File: src/rtl/cardinal_router_if.sv
// cardinal_router_if: five flit ports of the mesh router (up, down, left, right, NIC).
// Per port: si/di/ri carry flits into the router, so/do/ro carry flits out of it.
// master: the tile side that feeds and drains the router; slave: the router itself.
interface cardinal_router_if;
  localparam int unsigned FLIT_W = 64;

  logic              up_si, down_si, left_si, right_si, NIC_si;
  logic [FLIT_W-1:0] up_di, down_di, left_di, right_di, NIC_di;
  logic              up_ri, down_ri, left_ri, right_ri, NIC_ri;
  logic              up_so, down_so, left_so, right_so, NIC_so;
  logic [FLIT_W-1:0] up_do, down_do, left_do, right_do, NIC_do;
  logic              up_ro, down_ro, left_ro, right_ro, NIC_ro;

  modport master (
    output up_si, down_si, left_si, right_si, NIC_si,
    output up_di, down_di, left_di, right_di, NIC_di,
    input  up_ri, down_ri, left_ri, right_ri, NIC_ri,
    input  up_so, down_so, left_so, right_so, NIC_so,
    input  up_do, down_do, left_do, right_do, NIC_do,
    output up_ro, down_ro, left_ro, right_ro, NIC_ro
  );

  modport slave (
    input  up_si, down_si, left_si, right_si, NIC_si,
    input  up_di, down_di, left_di, right_di, NIC_di,
    output up_ri, down_ri, left_ri, right_ri, NIC_ri,
    output up_so, down_so, left_so, right_so, NIC_so,
    output up_do, down_do, left_do, right_do, NIC_do,
    input  up_ro, down_ro, left_ro, right_ro, NIC_ro
  );
endinterface

File: src/rtl/cardinal_router.sv
// cardinal_router: five-port mesh tile router with two virtual channels.
// A global polarity P toggles every cycle; VC P faces the external links while
// VC !P is switched internally (source-routed, X first, then Y, then NIC).
// Ports:
//   clk             rising-edge clock
//   reset           asynchronous active-low reset, clears all state
//   bus             five flit ports (slave modport of cardinal_router_if)
//   polarity_to_NIC current polarity P, keeps the attached NIC in phase
module cardinal_router (
  input  logic             clk,
  input  logic             reset,
  cardinal_router_if.slave bus,
  output logic             polarity_to_NIC
);
  localparam int unsigned FLIT_W = 64;
  localparam int unsigned NPORT  = 5;
  localparam int unsigned PW     = 3;

  // Port indices; ascending order is also the round-robin scan order.
  localparam logic [PW-1:0] UP    = 3'd0;
  localparam logic [PW-1:0] RIGHT = 3'd1;
  localparam logic [PW-1:0] DOWN  = 3'd2;
  localparam logic [PW-1:0] LEFT  = 3'd3;
  localparam logic [PW-1:0] NIC   = 3'd4;

  typedef logic [FLIT_W-1:0] flit_t;

  logic                       p;
  logic                       q;
  logic [NPORT-1:0]           si, ri, so, ro;
  flit_t                      di   [NPORT];
  flit_t                      dout [NPORT];

  logic [NPORT-1:0][1:0]      in_full;
  logic [NPORT-1:0][1:0]      out_full;
  flit_t                      in_data  [NPORT][2];
  flit_t                      out_data [NPORT][2];
  logic [PW-1:0]              rr_ptr   [NPORT];

  logic [PW-1:0]              tgt      [NPORT];
  flit_t                      fwd      [NPORT];
  logic [NPORT-1:0][NPORT-1:0] req;
  logic [NPORT-1:0]           gnt_vld;
  logic [PW-1:0]              gnt_src  [NPORT];
  logic [NPORT-1:0]           in_won;

  // Port flattening between the interface and indexed arrays.
  assign si = {bus.NIC_si, bus.left_si, bus.down_si, bus.right_si, bus.up_si};
  assign ro = {bus.NIC_ro, bus.left_ro, bus.down_ro, bus.right_ro, bus.up_ro};
  assign di[UP]    = bus.up_di;
  assign di[RIGHT] = bus.right_di;
  assign di[DOWN]  = bus.down_di;
  assign di[LEFT]  = bus.left_di;
  assign di[NIC]   = bus.NIC_di;

  assign bus.up_ri    = ri[UP];
  assign bus.right_ri = ri[RIGHT];
  assign bus.down_ri  = ri[DOWN];
  assign bus.left_ri  = ri[LEFT];
  assign bus.NIC_ri   = ri[NIC];
  assign bus.up_so    = so[UP];
  assign bus.right_so = so[RIGHT];
  assign bus.down_so  = so[DOWN];
  assign bus.left_so  = so[LEFT];
  assign bus.NIC_so   = so[NIC];
  assign bus.up_do    = dout[UP];
  assign bus.right_do = dout[RIGHT];
  assign bus.down_do  = dout[DOWN];
  assign bus.left_do  = dout[LEFT];
  assign bus.NIC_do   = dout[NIC];

  assign q               = ~p;
  assign polarity_to_NIC = p;

  // External side: VC P accepts into inbufs and drains outbufs.
  always_comb begin
    for (int x = 0; x < NPORT; x++) begin
      ri[x]   = ~in_full[x][p];
      so[x]   = out_full[x][p] & ro[x];
      dout[x] = out_data[x][p];
    end
  end

  // Route each internal-VC inbuf head and decrement the consumed hop count.
  always_comb begin
    for (int x = 0; x < NPORT; x++) begin
      fwd[x] = in_data[x][q];
      tgt[x] = NIC;
      if (in_data[x][q][55:52] != 4'd0) begin
        tgt[x]         = in_data[x][q][62] ? LEFT : RIGHT;
        fwd[x][55:52]  = in_data[x][q][55:52] - 4'd1;
      end else if (in_data[x][q][51:48] != 4'd0) begin
        tgt[x]         = in_data[x][q][61] ? DOWN : UP;
        fwd[x][51:48]  = in_data[x][q][51:48] - 4'd1;
      end
    end
  end

  function automatic logic [PW-1:0] rr_idx(input logic [PW-1:0] base, input int unsigned k);
    logic [PW:0] s;
    s = (PW+1)'(base) + (PW+1)'(k);
    if (s >= (PW+1)'(NPORT)) s = s - (PW+1)'(NPORT);
    return PW'(s);
  endfunction

  // Per-output round-robin arbitration, only when the internal-VC outbuf is free.
  always_comb begin
    req     = '0;
    gnt_vld = '0;
    in_won  = '0;
    for (int y = 0; y < NPORT; y++) begin
      gnt_src[y] = UP;
      for (int x = 0; x < NPORT; x++) begin
        req[y][x] = in_full[x][q] && (tgt[x] == PW'(y)) && !out_full[y][q];
      end
      for (int k = 0; k < NPORT; k++) begin
        if (!gnt_vld[y] && req[y][rr_idx(rr_ptr[y], k)]) begin
          gnt_vld[y] = 1'b1;
          gnt_src[y] = rr_idx(rr_ptr[y], k);
        end
      end
    end
    for (int y = 0; y < NPORT; y++) begin
      if (gnt_vld[y]) in_won[gnt_src[y]] = 1'b1;
    end
  end

  // Buffer, polarity and pointer state.
  always_ff @(posedge clk or negedge reset) begin
    if (!reset) begin
      p        <= 1'b0;
      in_full  <= '0;
      out_full <= '0;
      for (int x = 0; x < NPORT; x++) begin
        rr_ptr[x] <= UP;
        for (int v = 0; v < 2; v++) begin
          in_data[x][v]  <= '0;
          out_data[x][v] <= '0;
        end
      end
    end else begin
      p <= ~p;
      for (int x = 0; x < NPORT; x++) begin
        if (si[x] && ri[x]) begin
          in_data[x][p] <= di[x];
          in_full[x][p] <= 1'b1;
        end
        if (in_won[x]) in_full[x][q] <= 1'b0;
        if (so[x]) out_full[x][p] <= 1'b0;
        if (gnt_vld[x]) begin
          out_data[x][q] <= fwd[gnt_src[x]];
          out_full[x][q] <= 1'b1;
          rr_ptr[x]      <= (gnt_src[x] == NIC) ? UP : gnt_src[x] + 3'd1;
        end
      end
    end
  end
endmodule

File: src/flat_wrapper.sv
// flat-port wrapper written by rule: the top's interface ports become plain ports
module cardinal_router_flat 
  (clk, reset, polarity_to_NIC, bus_up_si, bus_down_si, bus_left_si, bus_right_si, bus_NIC_si, bus_up_di, bus_down_di, bus_left_di, bus_right_di, bus_NIC_di, bus_up_ri, bus_down_ri, bus_left_ri, bus_right_ri, bus_NIC_ri, bus_up_so, bus_down_so, bus_left_so, bus_right_so, bus_NIC_so, bus_up_do, bus_down_do, bus_left_do, bus_right_do, bus_NIC_do, bus_up_ro, bus_down_ro, bus_left_ro, bus_right_ro, bus_NIC_ro);
  cardinal_router_if bus_i ();
  input  logic clk;
  input  logic reset;
  output logic polarity_to_NIC;
  input wire logic [$bits(bus_i.up_si)-1:0] bus_up_si;
  input wire logic [$bits(bus_i.down_si)-1:0] bus_down_si;
  input wire logic [$bits(bus_i.left_si)-1:0] bus_left_si;
  input wire logic [$bits(bus_i.right_si)-1:0] bus_right_si;
  input wire logic [$bits(bus_i.NIC_si)-1:0] bus_NIC_si;
  input wire logic [$bits(bus_i.up_di)-1:0] bus_up_di;
  input wire logic [$bits(bus_i.down_di)-1:0] bus_down_di;
  input wire logic [$bits(bus_i.left_di)-1:0] bus_left_di;
  input wire logic [$bits(bus_i.right_di)-1:0] bus_right_di;
  input wire logic [$bits(bus_i.NIC_di)-1:0] bus_NIC_di;
  output wire logic [$bits(bus_i.up_ri)-1:0] bus_up_ri;
  output wire logic [$bits(bus_i.down_ri)-1:0] bus_down_ri;
  output wire logic [$bits(bus_i.left_ri)-1:0] bus_left_ri;
  output wire logic [$bits(bus_i.right_ri)-1:0] bus_right_ri;
  output wire logic [$bits(bus_i.NIC_ri)-1:0] bus_NIC_ri;
  output wire logic [$bits(bus_i.up_so)-1:0] bus_up_so;
  output wire logic [$bits(bus_i.down_so)-1:0] bus_down_so;
  output wire logic [$bits(bus_i.left_so)-1:0] bus_left_so;
  output wire logic [$bits(bus_i.right_so)-1:0] bus_right_so;
  output wire logic [$bits(bus_i.NIC_so)-1:0] bus_NIC_so;
  output wire logic [$bits(bus_i.up_do)-1:0] bus_up_do;
  output wire logic [$bits(bus_i.down_do)-1:0] bus_down_do;
  output wire logic [$bits(bus_i.left_do)-1:0] bus_left_do;
  output wire logic [$bits(bus_i.right_do)-1:0] bus_right_do;
  output wire logic [$bits(bus_i.NIC_do)-1:0] bus_NIC_do;
  input wire logic [$bits(bus_i.up_ro)-1:0] bus_up_ro;
  input wire logic [$bits(bus_i.down_ro)-1:0] bus_down_ro;
  input wire logic [$bits(bus_i.left_ro)-1:0] bus_left_ro;
  input wire logic [$bits(bus_i.right_ro)-1:0] bus_right_ro;
  input wire logic [$bits(bus_i.NIC_ro)-1:0] bus_NIC_ro;
  assign bus_i.up_si = bus_up_si;
  assign bus_i.down_si = bus_down_si;
  assign bus_i.left_si = bus_left_si;
  assign bus_i.right_si = bus_right_si;
  assign bus_i.NIC_si = bus_NIC_si;
  assign bus_i.up_di = bus_up_di;
  assign bus_i.down_di = bus_down_di;
  assign bus_i.left_di = bus_left_di;
  assign bus_i.right_di = bus_right_di;
  assign bus_i.NIC_di = bus_NIC_di;
  assign bus_up_ri = bus_i.up_ri;
  assign bus_down_ri = bus_i.down_ri;
  assign bus_left_ri = bus_i.left_ri;
  assign bus_right_ri = bus_i.right_ri;
  assign bus_NIC_ri = bus_i.NIC_ri;
  assign bus_up_so = bus_i.up_so;
  assign bus_down_so = bus_i.down_so;
  assign bus_left_so = bus_i.left_so;
  assign bus_right_so = bus_i.right_so;
  assign bus_NIC_so = bus_i.NIC_so;
  assign bus_up_do = bus_i.up_do;
  assign bus_down_do = bus_i.down_do;
  assign bus_left_do = bus_i.left_do;
  assign bus_right_do = bus_i.right_do;
  assign bus_NIC_do = bus_i.NIC_do;
  assign bus_i.up_ro = bus_up_ro;
  assign bus_i.down_ro = bus_down_ro;
  assign bus_i.left_ro = bus_left_ro;
  assign bus_i.right_ro = bus_right_ro;
  assign bus_i.NIC_ro = bus_NIC_ro;
  cardinal_router u_core (.clk(clk), .reset(reset), .bus(bus_i), .polarity_to_NIC(polarity_to_NIC));
endmodule
File: config.mk
export PLATFORM = sky130hd
export DESIGN_NAME = cardinal_router_flat
export DESIGN_NICKNAME = d
export VERILOG_FILES = /design/src/rtl/cardinal_router_if.sv /design/src/rtl/cardinal_router.sv /design/src/flat_wrapper.sv
export SDC_FILE = /design/constraint.sdc
export NUM_CORES = 2
export LEC_CHECK = 0
export CAP_MARGIN = 20
export CORE_UTILIZATION = 55
export CTS_CLUSTER_DIAMETER = 120
export CTS_CLUSTER_SIZE = 12
export DETAILED_ROUTE_END_ITERATION = 10
export HOLD_SLACK_MARGIN = 0.05
export PLACE_DENSITY = 0.77
export SLEW_MARGIN = 20
export SYNTH_ARGS = -nofsm -noshare
export SYNTH_HDL_FRONTEND = slang
export SYNTH_SLANG_ARGS = --single-unit
export TNS_END_PERCENT = 50
File: constraint.sdc
create_clock -name clk -period 7.9 [get_ports clk]
set_input_delay 1.58 -clock clk [delete_from_list [all_inputs] [get_ports clk]]
set_output_delay 1.58 -clock clk [all_outputs]
set_load 0.05 [all_outputs]
==> metrics.md <==
| Metric | Value |
|---|---|
| Status | finished, final reports clean |
| Cell taking the most area after synthesis | dfrtp_1 |
| Reg-to-reg slack, setup | approximately 660 ps |
| Clk_lat worst skew | a little over 800 ps |
| Synth Area in XOR/XNOR | 0.00422 |
| Clk_skew | 64.1 ps |
| CP Launch Point | u_core.polarity_to_NIC$_DFF_PN0_ |
| Area of the die | between 0.1 and 0.15 mm² |
| Crit. End Element | output port |
| DR vias/cell | a little under 7 |
| Post-route ant nets | 0 |
| Mux share of post-synthesis cell area | 0.250 |
| Hold Path Depth | 1 |
| Routed via count | between 60000 and 70000 |
| Vias in the first global route | 63700 |
| Post-synth EDFFs | 0 |
| Synth Area in Compound Gates | 0.136 |
| Critical path destination | bus_up_do[16] |
| Max clock buf depth | 3 |
| HPWL Detailed | 191000 µm |
| Register area | 0.0329 mm² |
| Critical Path Stages | 5 |
| Post-synthesis simple-gate area fraction | 0.121 |
| First-pass GRT wire length | roughly 420000 µm |
| Die X | ~370 µm |
| Library cells used by synthesis | 120 |
| Area of the multi-input gates | 0.0393 mm² |
| Count of warnings emitted by yosys | 0 |
| Critical Path Most Common Cell | buf_4 |
| Crit Path Class | reg2out |
| Net Count, Synth | between 7000 and 8000 |
| Layout cells sized above 1 | 0.215 |
| Area Overhead vs Synth | 14.9% |
| Max-Cap Viols | 0 |
| Slew Viols, Final | 0 |
| Top cell type's share of synthesized area | 0.441 |
| Clock sinks | roughly 1300 |
| Hold Buf Count CTS | 0 |
| Port bufs | 662 |
| Synth top cells by count | 1316 x dfrtp_1, 1219 x mux2_2, 1093 x nor2_1 |
| Iter 0 DRT Violations | a little over 8000 |
| Seq/Total Area, Yosys | 0.441 |
| CP Cell Sequence | buf_4 -> buf_4 -> buf_4 -> mux2_2 -> clkdlybuf4s50_1 |
| Startpoint Class | flip-flop |
| CTS tree | built |
| Critical R2R Launch | u_core.polarity_to_NIC$_DFF_PN0_ |
| Crit-path slowest cell | dfrtp_4 |
| Slew HR | 0.170 |
| Hold Path Class | reg2reg |
| Reg-to-reg critical path endpoint | u_core.out_data[538]$_DFFE_PN0P_ |
| Most common cell in the netlist | dfrtp_1 |
| Clock transition at path regs | 70 ps |
| Gate Count Post-Synth | around 7300 |
| Crit path buf inv count | 4 |
| WL/cell | 30.4 µm |
| Fill count | 10600 |
| CP peak stage delay | approximately 1100 ps |
| FMAX | approximately 0.14 GHz |
| Starting density of the core | 0.557 |
| Top Family by Delay on Critical Path | buffers and inverters |
| Site Rows | ~130 |
| DR DRC count | 0 |
| Crit path DAT | ~5800 ps |
| Synth top area cells | dfrtp_1 44%, mux2_2 18%, nor2_1 5.5% |
| Final nets | 8034 |
| I/O pins | between 600 and 700 |
| Final worst path period share | 0.934 |
| RSZ-0062 raised after global routing | no |
| Die H | about 370 µm |
| Core box area | around 0.13 mm² |
| Setup TNS | 0 ps |
| Largest net degree at the start of global routing | 159 |
| Most used DFF post-synth | dfrtp_1 |
| Largest family of logic cells by synthesized area | multiplexers |
| Ys async rst share | 1.00 |
| Avg Synthesized Cell Area | between 10 and 15 µm² |
| Hold Fails Final Rpt | 0 |
| Crit Path Max Fanout | 71 |
| Synthesized area | ~0.075 mm² |
| Antenna violations before repair | 27 |
| Reg2Reg Depth | 16 |
| Post_cts resized | 0 |
| Congestion Overflow GR | 0 |
| # H-tree levels | 3 |
| Final wirelength | ~290000 µm |
| DRT Pass-1 Iters | 8 |
| Synthesized flop and latch total | roughly 1300 |
| Adder-Cell Fraction of Synth Area | 0.0114 |
| Root Buffer | clkbuf_16 |
| Postcts setup bufs | 0 |
| CP required | around 6300 ps |
| Final setup fails | 0 |
| Post-layout min period | 7380 ps |
| GP Congestion | approximately 1 |
| Least-Margin Pin Slew | about 1200 ps |
| GRT Util Overall | 0.410 |
| TritonCTS Buffers | 120 |
-- how the worst min path moves through the flow --
stage	startpoint	end	slack (ps)
floorplan	u_core.out_data[190]$_DFFE_PN0P_	u_core.out_data[190]$_DFFE_PN0P_	430
global placement	u_core.out_data[317]$_DFFE_PN0P_	u_core.out_data[317]$_DFFE_PN0P_	450
detailed placement	u_core.out_data[190]$_DFFE_PN0P_	u_core.out_data[190]$_DFFE_PN0P_	450
CTS	u_core.out_data[190]$_DFFE_PN0P_	u_core.out_data[190]$_DFFE_PN0P_	470
global route	u_core.out_data[254]$_DFFE_PN0P_	u_core.out_data[254]$_DFFE_PN0P_	490
finish	u_core.out_data[190]$_DFFE_PN0P_	u_core.out_data[190]$_DFFE_PN0P_	470
-- state kept, by name (all words and copies together), names as in the netlist --
register / flops
u_core.polarity_to_NIC: 1
u_core.rr_ptr: 15
u_core.out_full: 10
u_core.in_full: 10
u_core.in_data: 640
u_core.out_data: 640
-- cell type report --
type,instances,share of cell area
clock buffer,125,0.0362
antenna,11,0.000321
inverter,80,0.00380
sequential,1316,0.384
timing repair buffer,787,0.0920
tap,1768,0.0258
clock inverter,5,0.00109
multi-input combinational,5332,0.457
-- cell families after synthesis --
kind of cell | after synthesis
multiplexers | 1680
flip-flops | 1316
XOR/XNOR | 36
AND/OR/NAND/NOR | 1990
adder cells (fa/ha/maj) | 65
AO/OA/AOI/OAI | 1561
buffers and inverters | 637
-- cells in the final DEF, fill, tap and decap left out, drive strengths merged, types with 23 or more instances in the layout --
cell type      count
nor2b             67
mux2i            389
dfrtp           1316
nand2            270
o21ai             70
or3               50
clkbuf           125
nor2            1096
clkdlybuf4s50    661
inv               76
a32oi             61
xnor2             31
nor3             276
a211oi           168
a21oi            682
o22ai             78
buf              126
a221oi            84
a31oi            239
ha                60
o211ai            24
mux2            1271
nand2b            23
nand3             36
-- through the flow --
step / utilization / std cells / hold WS (ps) / setup slack [ps] / area [µm²]
after floorplan: - / 7285 / 433 / 1990 / 74700
after global placement: 0.616 / 9282 / 447 / 1180 / 82600
after detailed placement: 0.616 / 9283 / 450 / 1030 / 82600
after CTS: 0.640 / 9413 / 467 / 610 / 85800
after global routing: 0.640 / 9418 / 489 / 389 / 85900
final: 0.640 / 9424 / 469 / 524 / 85900
-- metal layers --
metal / vias up / global-route usage / part of all wire
met2: 4432 / 0.609 / 0.43
li1: 27200 / - / -
met1: 32000 / 0.526 / 0.37
met3: 1201 / 0.122 / 0.12
met5: - / 0 / 0.00056
met4: 26 / 0.255 / 0.073
Power is not shown: default switching activity piles up to over one toggle a cycle in this logic, so the estimate is an artifact.
